**config.mk**
```make
export PLATFORM = sky130hd
export DESIGN_NAME = bus_restoring_divider
export DESIGN_NICKNAME = d
export VERILOG_FILES = /design/src/rtl/bus_restoring_divider.sv
export SDC_FILE = /design/constraint.sdc
export NUM_CORES = 1
export LEC_CHECK = 0
export CORE_ASPECT_RATIO = 0.8
export CORE_MARGIN = 2
export CORE_UTILIZATION = 50
export DETAILED_ROUTE_END_ITERATION = 10
export MAX_ROUTING_LAYER = met4
export PLACE_DENSITY_LB_ADDON = 0.3
export SLEW_MARGIN = 15
export SYNTH_ARGS = -nofsm -noshare
export SYNTH_HDL_FRONTEND = slang
export SYNTH_SLANG_ARGS = --single-unit
```
**constraint.sdc**
```tcl
create_clock -name clk -period 6.7 [get_ports clk]
set_clock_uncertainty 0.05 [all_clocks]
set_input_delay 1.34 -clock clk [delete_from_list [all_inputs] [get_ports clk]]
set_output_delay 1.34 -clock clk [all_outputs]
set_load 0.05 [all_outputs]
```
**src/rtl/bus_restoring_divider.sv**
```systemverilog
// -----------------------------------------------------------------------------
// bus_restoring_divider
//
// Unsigned restoring divider with a valid/ready byte-bus front end and back end.
// Operands arrive as BUS_W-bit beats (dividend MS beat first, then divisor MS
// beat first). The quotient and remainder are computed one bit per clock. They
// leave as BUS_W-bit beats: quotient MS->LS, then remainder MS->LS.
//
// Parameters
//   DATA_W : operand / quotient / remainder width (multiple of BUS_W, >= 2*BUS_W)
//   BUS_W  : bus beat width
//
// Ports
//   clk        in   clock, rising edge
//   rst        in   asynchronous, active-high reset
//   in_valid   in   operand beat valid
//   in_ready   out  block accepts operand beats (LOAD state)
//   in_data    in   operand beat [BUS_W]
//   out_valid  out  result beat valid (SEND state)
//   out_ready  in   consumer accepts result beat
//   out_data   out  result beat [BUS_W]
//   busy       out  high while dividing or sending
//   div_err    out  divide-by-zero flag (only driven with BUSDIV_DIVZERO_EN)
//
// Build option
//   BUSDIV_DIVZERO_EN : when defined, a zero divisor skips iteration and
//                       reports div_err during SEND. When undefined, a zero
//                       divisor iterates normally and div_err is tied low.
//                       The quotient and remainder are the same in both builds.
// -----------------------------------------------------------------------------
module bus_restoring_divider #(
    parameter int DATA_W = 16,
    parameter int BUS_W  = 8
) (
    input  logic             clk,
    input  logic             rst,
    input  logic             in_valid,
    output logic             in_ready,
    input  logic [BUS_W-1:0] in_data,
    output logic             out_valid,
    input  logic             out_ready,
    output logic [BUS_W-1:0] out_data,
    output logic             busy,
    output logic             div_err
);

    localparam int BEATS  = DATA_W / BUS_W;
    localparam int NBEATS = 2 * BEATS;
    localparam int CNT_W  = $clog2(NBEATS);
    localparam int STEP_W = $clog2(DATA_W);
    // The final operand beat is taken straight from in_data, so the load
    // register only has to hold the earlier beats.
    localparam int LOAD_W = 2 * DATA_W - BUS_W;

    localparam logic [CNT_W-1:0]  LAST_BEAT = CNT_W'(NBEATS - 1);
    localparam logic [STEP_W-1:0] LAST_STEP = STEP_W'(DATA_W - 1);

    typedef enum logic [1:0] {
        ST_LOAD,
        ST_DIV,
        ST_SEND
    } state_t;

    state_t              r_state;
    logic [CNT_W-1:0]    r_beat_cnt;   // shared by input and output beat counting
    logic [LOAD_W-1:0]   r_load;
    logic [DATA_W-1:0]   r_q;
    logic [DATA_W-1:0]   r_d;
    // The partial remainder is only ever written with a non-negative value
    // smaller than 2^DATA_W, so its top bit is always zero and is not stored.
    logic [DATA_W-1:0]   r_p;
    logic [STEP_W-1:0]   r_step;
    logic [2*DATA_W-1:0] r_out_sr;
    logic                r_in_ready;
    logic                r_out_valid;
    logic                r_busy;
`ifdef BUSDIV_DIVZERO_EN
    logic                r_div_err;
`endif

    logic                w_in_fire;
    logic                w_out_fire;
    logic [2*DATA_W-1:0] w_load_next;
    logic [DATA_W:0]     w_shifted;
    logic [DATA_W:0]     w_trial;
    logic                w_neg;
    logic [DATA_W-1:0]   w_p_next;
    logic [DATA_W-1:0]   w_q_next;

    assign w_in_fire   = in_valid & r_in_ready;
    assign w_out_fire  = out_ready & r_out_valid;
    assign w_load_next = {r_load, in_data};

    // One restoring step: shift the next dividend bit into the partial
    // remainder and try to subtract the divisor. A set MSB means the trial
    // went negative, so the shifted value is kept and the quotient bit is 0.
    assign w_shifted = {r_p, r_q[DATA_W-1]};
    assign w_trial   = w_shifted - {1'b0, r_d};
    assign w_neg     = w_trial[DATA_W];
    assign w_p_next  = w_neg ? w_shifted[DATA_W-1:0] : w_trial[DATA_W-1:0];
    assign w_q_next  = {r_q[DATA_W-2:0], ~w_neg};

    // NOTE: all state below is written with non-blocking assignments so every
    // register samples the pre-edge values of the others, whatever the order
    // of the statements.
    always_ff @(posedge clk or posedge rst) begin
        if (rst) begin
            // NOTE: the datapath registers are reset as well as the control
            // registers, so an aborted operation leaves no operand or result
            // behind.
            r_state     <= ST_LOAD;
            r_beat_cnt  <= '0;
            r_load      <= '0;
            r_q         <= '0;
            r_d         <= '0;
            r_p         <= '0;
            r_step      <= '0;
            r_out_sr    <= '0;
            r_in_ready  <= 1'b1;
            r_out_valid <= 1'b0;
            r_busy      <= 1'b0;
`ifdef BUSDIV_DIVZERO_EN
            r_div_err   <= 1'b0;
`endif
        end else begin
            case (r_state)
                ST_LOAD: begin
                    if (w_in_fire) begin
                        r_load <= w_load_next[LOAD_W-1:0];
                        if (r_beat_cnt == LAST_BEAT) begin
                            r_beat_cnt <= '0;
                            r_q        <= w_load_next[2*DATA_W-1:DATA_W];
                            r_d        <= w_load_next[DATA_W-1:0];
                            r_p        <= '0;
                            r_step     <= '0;
                            r_in_ready <= 1'b0;
                            r_busy     <= 1'b1;
                            r_state    <= ST_DIV;
                        end else begin
                            r_beat_cnt <= r_beat_cnt + 1'b1;
                        end
                    end
                end

                ST_DIV: begin
`ifdef BUSDIV_DIVZERO_EN
                    // A zero divisor is known on the first DIV cycle; the
                    // iterated answer would be {all ones, dividend}, so
                    // produce it directly.
                    if (r_d == '0) begin
                        r_out_sr    <= {{DATA_W{1'b1}}, r_q};
                        r_out_valid <= 1'b1;
                        r_div_err   <= 1'b1;
                        r_state     <= ST_SEND;
                    end else begin
`else
                    begin
`endif
                        r_q    <= w_q_next;
                        r_p    <= w_p_next;
                        r_step <= r_step + 1'b1;
                        if (r_step == LAST_STEP) begin
                            r_out_sr    <= {w_q_next, w_p_next};
                            r_out_valid <= 1'b1;
                            r_state     <= ST_SEND;
                        end
                    end
                end

                ST_SEND: begin
                    if (w_out_fire) begin
                        // Zeros shift in, so out_data is zero again once
                        // every beat has been sent.
                        r_out_sr <= {r_out_sr[2*DATA_W-BUS_W-1:0], {BUS_W{1'b0}}};
                        if (r_beat_cnt == LAST_BEAT) begin
                            r_beat_cnt  <= '0;
                            r_out_valid <= 1'b0;
                            r_in_ready  <= 1'b1;
                            r_busy      <= 1'b0;
`ifdef BUSDIV_DIVZERO_EN
                            r_div_err   <= 1'b0;
`endif
                            r_state     <= ST_LOAD;
                        end else begin
                            r_beat_cnt <= r_beat_cnt + 1'b1;
                        end
                    end
                end

                default: begin
                    r_state <= ST_LOAD;
                end
            endcase
        end
    end

    assign in_ready  = r_in_ready;
    assign out_valid = r_out_valid;
    assign out_data  = r_out_sr[2*DATA_W-1 -: BUS_W];
    assign busy      = r_busy;
`ifdef BUSDIV_DIVZERO_EN
    assign div_err   = r_div_err;
`else
    assign div_err   = 1'b0;
`endif

endmodule

```
==> impl_metrics.py, run 1 <==
metrics = {
    "power_and_ir_drop": {
        "swShare_pct": 43.27,
        "cell_internal_pwr_mw": 2.159,
        "power.density_cell_area_nw_per_um2": 563.8,
        "pwr-share-comb_pct": 43.9,
        "p_sw_mw": 1.647,
        "power_frac_seq_pct": 33.5,
        "peakVddDrop_mv": 0.2293,
        "p_clk_share_pct": 22.6,
        "p_leak_nw": 2.893,
    },
    "clock_tree": {
        "cts_hold_buf": 0,
        "cts_buffers": 17,
        "worstSkewPairLatency_ns": 0.41,
        "cts_buffer_depth": 2,
        "cts_root_buf": "clkbuf_16",
        "clkTransAtPathRegs_ns": 0.06,
        "clkSinkCount": 115,
        "post_cts_resized": 0,
        "cts_setup_buffers": 0,
        "cts_tree": "done",
        "htreeDepth": 4,
    },
    "sta": {
        "whs_ns": 0.4491,
        "relSlewSlack_pct": 18.16,
        "finalSetupTns_ns": 0,
        "rsz0062_at_grt": "false",
        "worst_pin_slew_ns": 1.225,
        "fin_crit_ns": 3.459,
        "slew_viol_final": 0,
        "hold_viol": 0,
        "fin_crit_sh_pct": 51.62,
        "finalSetupViolations": 0,
        "max_clock_freq_mhz": 289.1,
    },
    "setup_path": {
        "r2r_end": "r_p[10]$_DFFE_PP0P_",
        "reg2reg_depth": 9,
        "crit_fanout": 17,
        "arrival_ns": 3.69,
        "slowest_stage": "o2111a_1",
        "ff2ff_setup_slack_ns": 3.24,
        "cp-start-kind": "register",
        "path_cells": "inv_1, ha_1, fa_1, nand2b_1, a21oi_1, o21a_1, o2111a_1, mux2i_1, o21ai_0",
        "r2r_start": "r_q[15]$_DFFE_PP0P_",
        "crit_required_ns": 6.93,
        "end_kind": "register",
        "crit_path_max_incr_delay_ns": 0.82,
        "crit_type": "reg2reg",
    },
    "logic_synthesis": {
        "synth_fa_ha_area_share_pct": 4.107,
        "synth-main-ff-cell": "dfrtp_1",
        "synth_top_area_cell": "dfrtp_1",
        "synth.distinct_cells": 57,
        "ys_seq_area_share_pct": 48.22,
        "synth_mux_area_share_pct": 6.769,
        "async_reset_ff_share_pct": 100.0,
        "ys_top_cells_by_area": "dfrtp_1, nand2_1, mux2_2",
        "synth_area_sq_um": 5971,
        "avgSynthCellArea_sq_um": 9.447,
        "synth_nets": 663,
        "synth_top_area_share_pct": 47.78,
        "synth-compound-area-share_pct": 18.59,
        "synthCells": 632,
        "synthMostInstantiatedCell": "dfrtp_1",
        "synthSimpleGateAreaFrac_pct": 15.19,
        "synth_warnings": 0,
        "synth_xor_area_share_pct": 1.320,
        "synth_common_cells": "dfrtp_1, nand2_1, nor2_1, o21ai_0, a21oi_1",
        "synth_edf_count": 0,
        "synth_top_family_by_area": "compound AO/OA/AOI/OAI gates",
        "yosys_register_bits": 115,
    },
    "placement": {
        "post_dp_cell_area_sq_um": 6181,
        "gp_congestion": 0.9516,
        "dp_hpwl_microns": 10310,
        "port_buffers": 22,
    },
    "min_path": {
        "hp-start": "r_out_sr[7]$_DFFE_PP0P_",
        "hold_end": "r_out_sr[7]$_DFFE_PP0P_",
        "hold_class": "reg2reg",
        "whs_path_depth": 2,
    },
    "global_route": {
        "grt_max_degree": 75,
        "grt_use_met3_pct": 5.811,
        "gr-total-overflow": 0,
        "met2_usage_pct": 34.90,
        "grt_util_met1_pct": 36.95,
        "track_usage_pct": 25.01,
        "antenna_found_initial": 0,
        "grt_pass1_wl_microns": 23940,
        "first_global_vias": 4570,
        "grt_busiest_layer": "met1",
    },
    "cells_and_area": {
        "drive_gt1_share_pct": 11.94,
        "fill_cells": 972,
        "antenna_cells": 0,
        "final_net_count": 663,
        "stdcell_area_sq_um": 6750,
        "area_delta_synth_final_pct": 13.06,
        "multi_input_area_sq_um": 2761,
        "seqCellArea_sq_um": 2879,
    },
    "floorplan": {
        "std_cell_rows": 35,
        "core_area_sq_um": 11560,
        "initial_core_util_pct": 51.65,
        "io_pins": 24,
        "fp.dieW_microns": 126.2,
        "die_area_sq_um": 12840,
        "chipHeight_microns": 101.7,
    },
    "route": {
        "wl_per_cell_microns": 18.74,
        "final_antenna_net_count": 0,
        "dr.first_iter.drc_count": 482,
        "viasPerCell": 6.043,
        "dr.pass1.iters": 5,
        "routed_wl_microns": 14860,
        "post-route-drc-count": 0,
        "vias": 4792,
    },
    "outcome": {
        "status": "finished clean",
    },
    "job": {
        "max_cap_viol_count": 0,
    },
}
-- flip-flops by register name, indices dropped and copies added (netlist names) --
signal and cells:
busy 1, r_d 16, r_beat_cnt 2, out_valid 1
r_state 2, r_load 24, r_p 16, r_out_sr 32
in_ready 1, r_step 4, r_q 16
-- critical path: cells and delay by family (launching register included) --
kind / cells / cell delay (ns)
muxes: 1 / 0.38
adders and majority gates: 2 / 0.61
AOI/OAI and AO/OA: 4 / 1.69
buffers and inverters: 1 / 0.06
DFF: 1 / 0.32
and+or+nand+nor: 1 / 0.21
-- metrics by stage --
stage               power, mW  instances  setup WS, ns  util [%]
floorplan               2.508        632         2.268         -
global placement        2.838        761         3.231     53.46
detailed placement      2.901        761         3.156     53.46
CTS                     3.774        793         3.308     58.37
global route            4.047        793         2.995     58.39
finish                  3.805        793         3.241     58.39
-- cell families after synthesis --
logic type | count (synthesis)
and+or+nand+nor | 209
AOI/OAI and AO/OA | 170
DFF | 115
buffers and inverters | 72
muxes | 37
adders and majority gates | 19
xor gates and xnor gates | 9
other | 1
-- placed cells by master, fill, tap and decap left out, types with 16 or more instances in the layout --
master,count
a31oi_1,25
inv_1,25
o21ai_0,32
ha_1,18
mux2_2,27
nand2_1,90
o22ai_1,16
clkbuf_16,17
nor2_1,64
dfrtp_1,114
a21oi_1,31
clkdlybuf4s50_1,22
-- final cells by class --
| type | count | area share [%] |
|---|---|---|
| flip-flops and latches | 115 | 42.65 |
| multi-input cells | 445 | 40.91 |
| clock buffers | 18 | 6.506 |
| repair buffers | 27 | 3.818 |
| well taps | 148 | 2.743 |
| clock inverters | 14 | 1.891 |
| inverters | 26 | 1.483 |
-- worst max path at each step --
stage                                   start                  endpoint  depth (start not counted)
after global placement              out_ready  r_out_sr[15]$_DFFE_PP0P_                          6
final                     r_q[15]$_DFFE_PP0P_       r_p[10]$_DFFE_PP0P_                          9
after detailed placement            out_ready  r_out_sr[11]$_DFFE_PP0P_                          6
after CTS                 r_q[15]$_DFFE_PP0P_        r_p[1]$_DFFE_PP0P_                          9
after global routing      r_q[15]$_DFFE_PP0P_        r_p[1]$_DFFE_PP0P_                          9
after floorplan                           rst          busy$_DFFE_PP0P_                          1
-- power by group through the flow --
stage                     Combinational, mW  Clock, mW  Sequential [mW]
after global placement                 1.58          0             1.26
after global routing                   1.83      0.905             1.31
after floorplan                        1.33          0             1.18
after CTS                              1.64      0.863             1.27
after detailed placement               1.63          0             1.27
final                                  1.67      0.859             1.27
-- per-layer routing --
metal	vias up	routed length, microns	part of all wire, %
li1	2235	-	-
met5	-	0	0
met2	189	6434	43
met1	2357	7185	48
met4	0	108	0.73
met3	11	1133	7.6
Power figures use the tool's default switching activity.
==> run 2: changes to the inputs <==
clock period = 3.3 ns   (was 6.7 ns; I/O delays follow)
==> impl_metrics.py, run 2 (synthesized netlist as in run 1, its figures left out) <==
metrics = {
    "route": {
        "routed_wl_microns": 14650,
        "dr.pass1.iters": 5,
        "post-route-drc-count": 0,
        "dr.first_iter.drc_count": 553,
        "viasPerCell": 5.931,
        "wl_per_cell_microns": 18.29,
        "vias": 4751,
        "final_antenna_net_count": 0,
    },
    "setup_path": {
        "crit_fanout": 17,
        "arrival_ns": 3.09,
        "cp-start-kind": "register",
        "end_kind": "register",
        "path_cells": "inv_1, ha_1, a21oi_2, o211ai_2, a31oi_1, o2111a_1, buf_4, mux2i_1, o21ai_0",
        "crit_required_ns": 3.53,
        "crit_path_max_incr_delay_ns": 0.39,
        "slowest_stage": "ha_1",
        "crit_type": "reg2reg",
    },
    "clock_tree": {
        "clkSinkCount": 115,
        "cts_hold_buf": 0,
        "worstSkewPairLatency_ns": 0.41,
        "htreeDepth": 4,
        "cts_buffers": 17,
        "cts_tree": "done",
        "cts_buffer_depth": 2,
        "cts_setup_buffers": 0,
        "clkTransAtPathRegs_ns": 0.05,
        "post_cts_resized": 0,
        "cts_root_buf": "clkbuf_16",
    },
    "global_route": {
        "grt_max_degree": 58,
        "first_global_vias": 4423,
        "antenna_found_initial": 0,
        "gr-total-overflow": 0,
        "track_usage_pct": 25.00,
        "grt_pass1_wl_microns": 23720,
    },
    "min_path": {
        "hold_class": "reg2reg",
    },
    "power_and_ir_drop": {
        "p_leak_nw": 2.966,
        "power.density_cell_area_nw_per_um2": 1148,
        "peakVddDrop_mv": 0.6155,
    },
    "placement": {
        "dp_hpwl_microns": 10550,
        "gp_congestion": 0.9203,
        "port_buffers": 22,
    },
    "floorplan": {
        "initial_core_util_pct": 51.65,
        "fp.dieW_microns": 126.2,
        "core_area_sq_um": 11560,
        "io_pins": 24,
        "die_area_sq_um": 12840,
        "std_cell_rows": 35,
        "chipHeight_microns": 101.7,
    },
    "cells_and_area": {
        "final_net_count": 671,
        "area_delta_synth_final_pct": 15.26,
        "regMostFlops": "r_out_sr",
        "top_regs": "r_out_sr (32), r_load (24)",
        "utilization_pct": 59.52,
        "drive_gt1_share_pct": 12.56,
        "largest_reg_flops": 32,
        "layout_common_cells": "dfrtp_1, nand2_1, nor2_1, o21ai_0, a21oi_1",
        "final_common_cell": "dfrtp_1",
        "fill_cells": 1000,
        "antenna_cells": 0,
    },
    "sta": {
        "fin_crit_sh_pct": 86.83,
        "max_clock_freq_mhz": 349.0,
        "finalSetupTns_ns": 0,
        "slew_viol_final": 0,
        "rsz0062_at_grt": "false",
        "finalSetupViolations": 0,
        "relSlewSlack_pct": 44.40,
        "fin_crit_ns": 2.865,
        "worst_pin_slew_ns": 0.8339,
        "hold_viol": 0,
    },
    "job": {
        "max_cap_viol_count": 0,
    },
    "outcome": {
        "status": "finished clean",
    },
}
[run 2: path summary, 6_finish.rpt]
kind | end | slack, ns | cells after the start | from
setup / recovery | r_p[4]$_DFFE_PP0P_ | 0.43 | 9 | r_d[11]$_DFFE_PP0P_
hold / removal | r_d[0]$_DFFE_PP0P_ | 0.44 | 2 | r_d[0]$_DFFE_PP0P_
setup reg to reg | r_p[4]$_DFFE_PP0P_ | 0.43 | 9 | r_d[11]$_DFFE_PP0P_
hold reg to reg | r_d[0]$_DFFE_PP0P_ | 0.44 | 2 | r_d[0]$_DFFE_PP0P_
max in group asynchronous | r_out_sr[8]$_DFFE_PP0P_ | 2.10 | 3 | rst
min in group asynchronous | r_q[3]$_DFFE_PP0P_ | 0.46 | 2 | rst
[run 2: critical path: cells and delay by family (launching register included)]
| kind | cells | cell delay (ns) |
|---|---|---|
| AO/OA/AOI/OAI | 5 | 1.14 |
| adder cells (fa/ha/maj) | 1 | 0.39 |
| buffers and inverters | 2 | 0.41 |
| flip-flops | 1 | 0.36 |
| multiplexers | 1 | 0.36 |
[run 2: stage by stage]
stage          total power, mW  setup slack (ns)  cell area (sq um)  hold WS (ns)  instances
2_1_floorplan            5.092            0.7651               5974        0.3934        632
3_3_place_gp             5.825            0.5465               6255        0.4186        769
3_5_place_dp             5.906            0.4940               6255        0.4271        769
4_1_cts                  7.886            0.4773               6882        0.4385        801
5_1_grt                  8.421            0.1951               6882        0.4592        801
6_report                 7.897            0.4346               6882        0.4392        801
[run 2: cell type report]
class | instances | area (sq um) | share of cell area, %
clock inverter | 12 | 180.2 | 2.618
timing repair buffer | 35 | 330.3 | 4.800
multi-input combinational | 445 | 2759 | 40.09
clock buffer | 20 | 446.7 | 6.491
inverter | 26 | 101.3 | 1.473
sequential | 115 | 2879 | 41.84
tap | 148 | 185.2 | 2.691
[run 2: metal layers]
layer	up-vias	global-route usage (%)	part of all wire (%)
met3	18	4.015	5.6
met1	2329	37.22	50
met2	145	34.95	43
met4	0	7.946	1.1
met5	-	-	0
li1	2259	-	-
[run 2: power by group]
part / leakage (nW) / switching (mW) / internal, mW / total (mW)
clock: 0.301 / 0.654 / 1.28 / 1.94
sequential: 1.34 / 0.532 / 2.05 / 2.58
combinational: 1.33 / 2.07 / 1.31 / 3.38
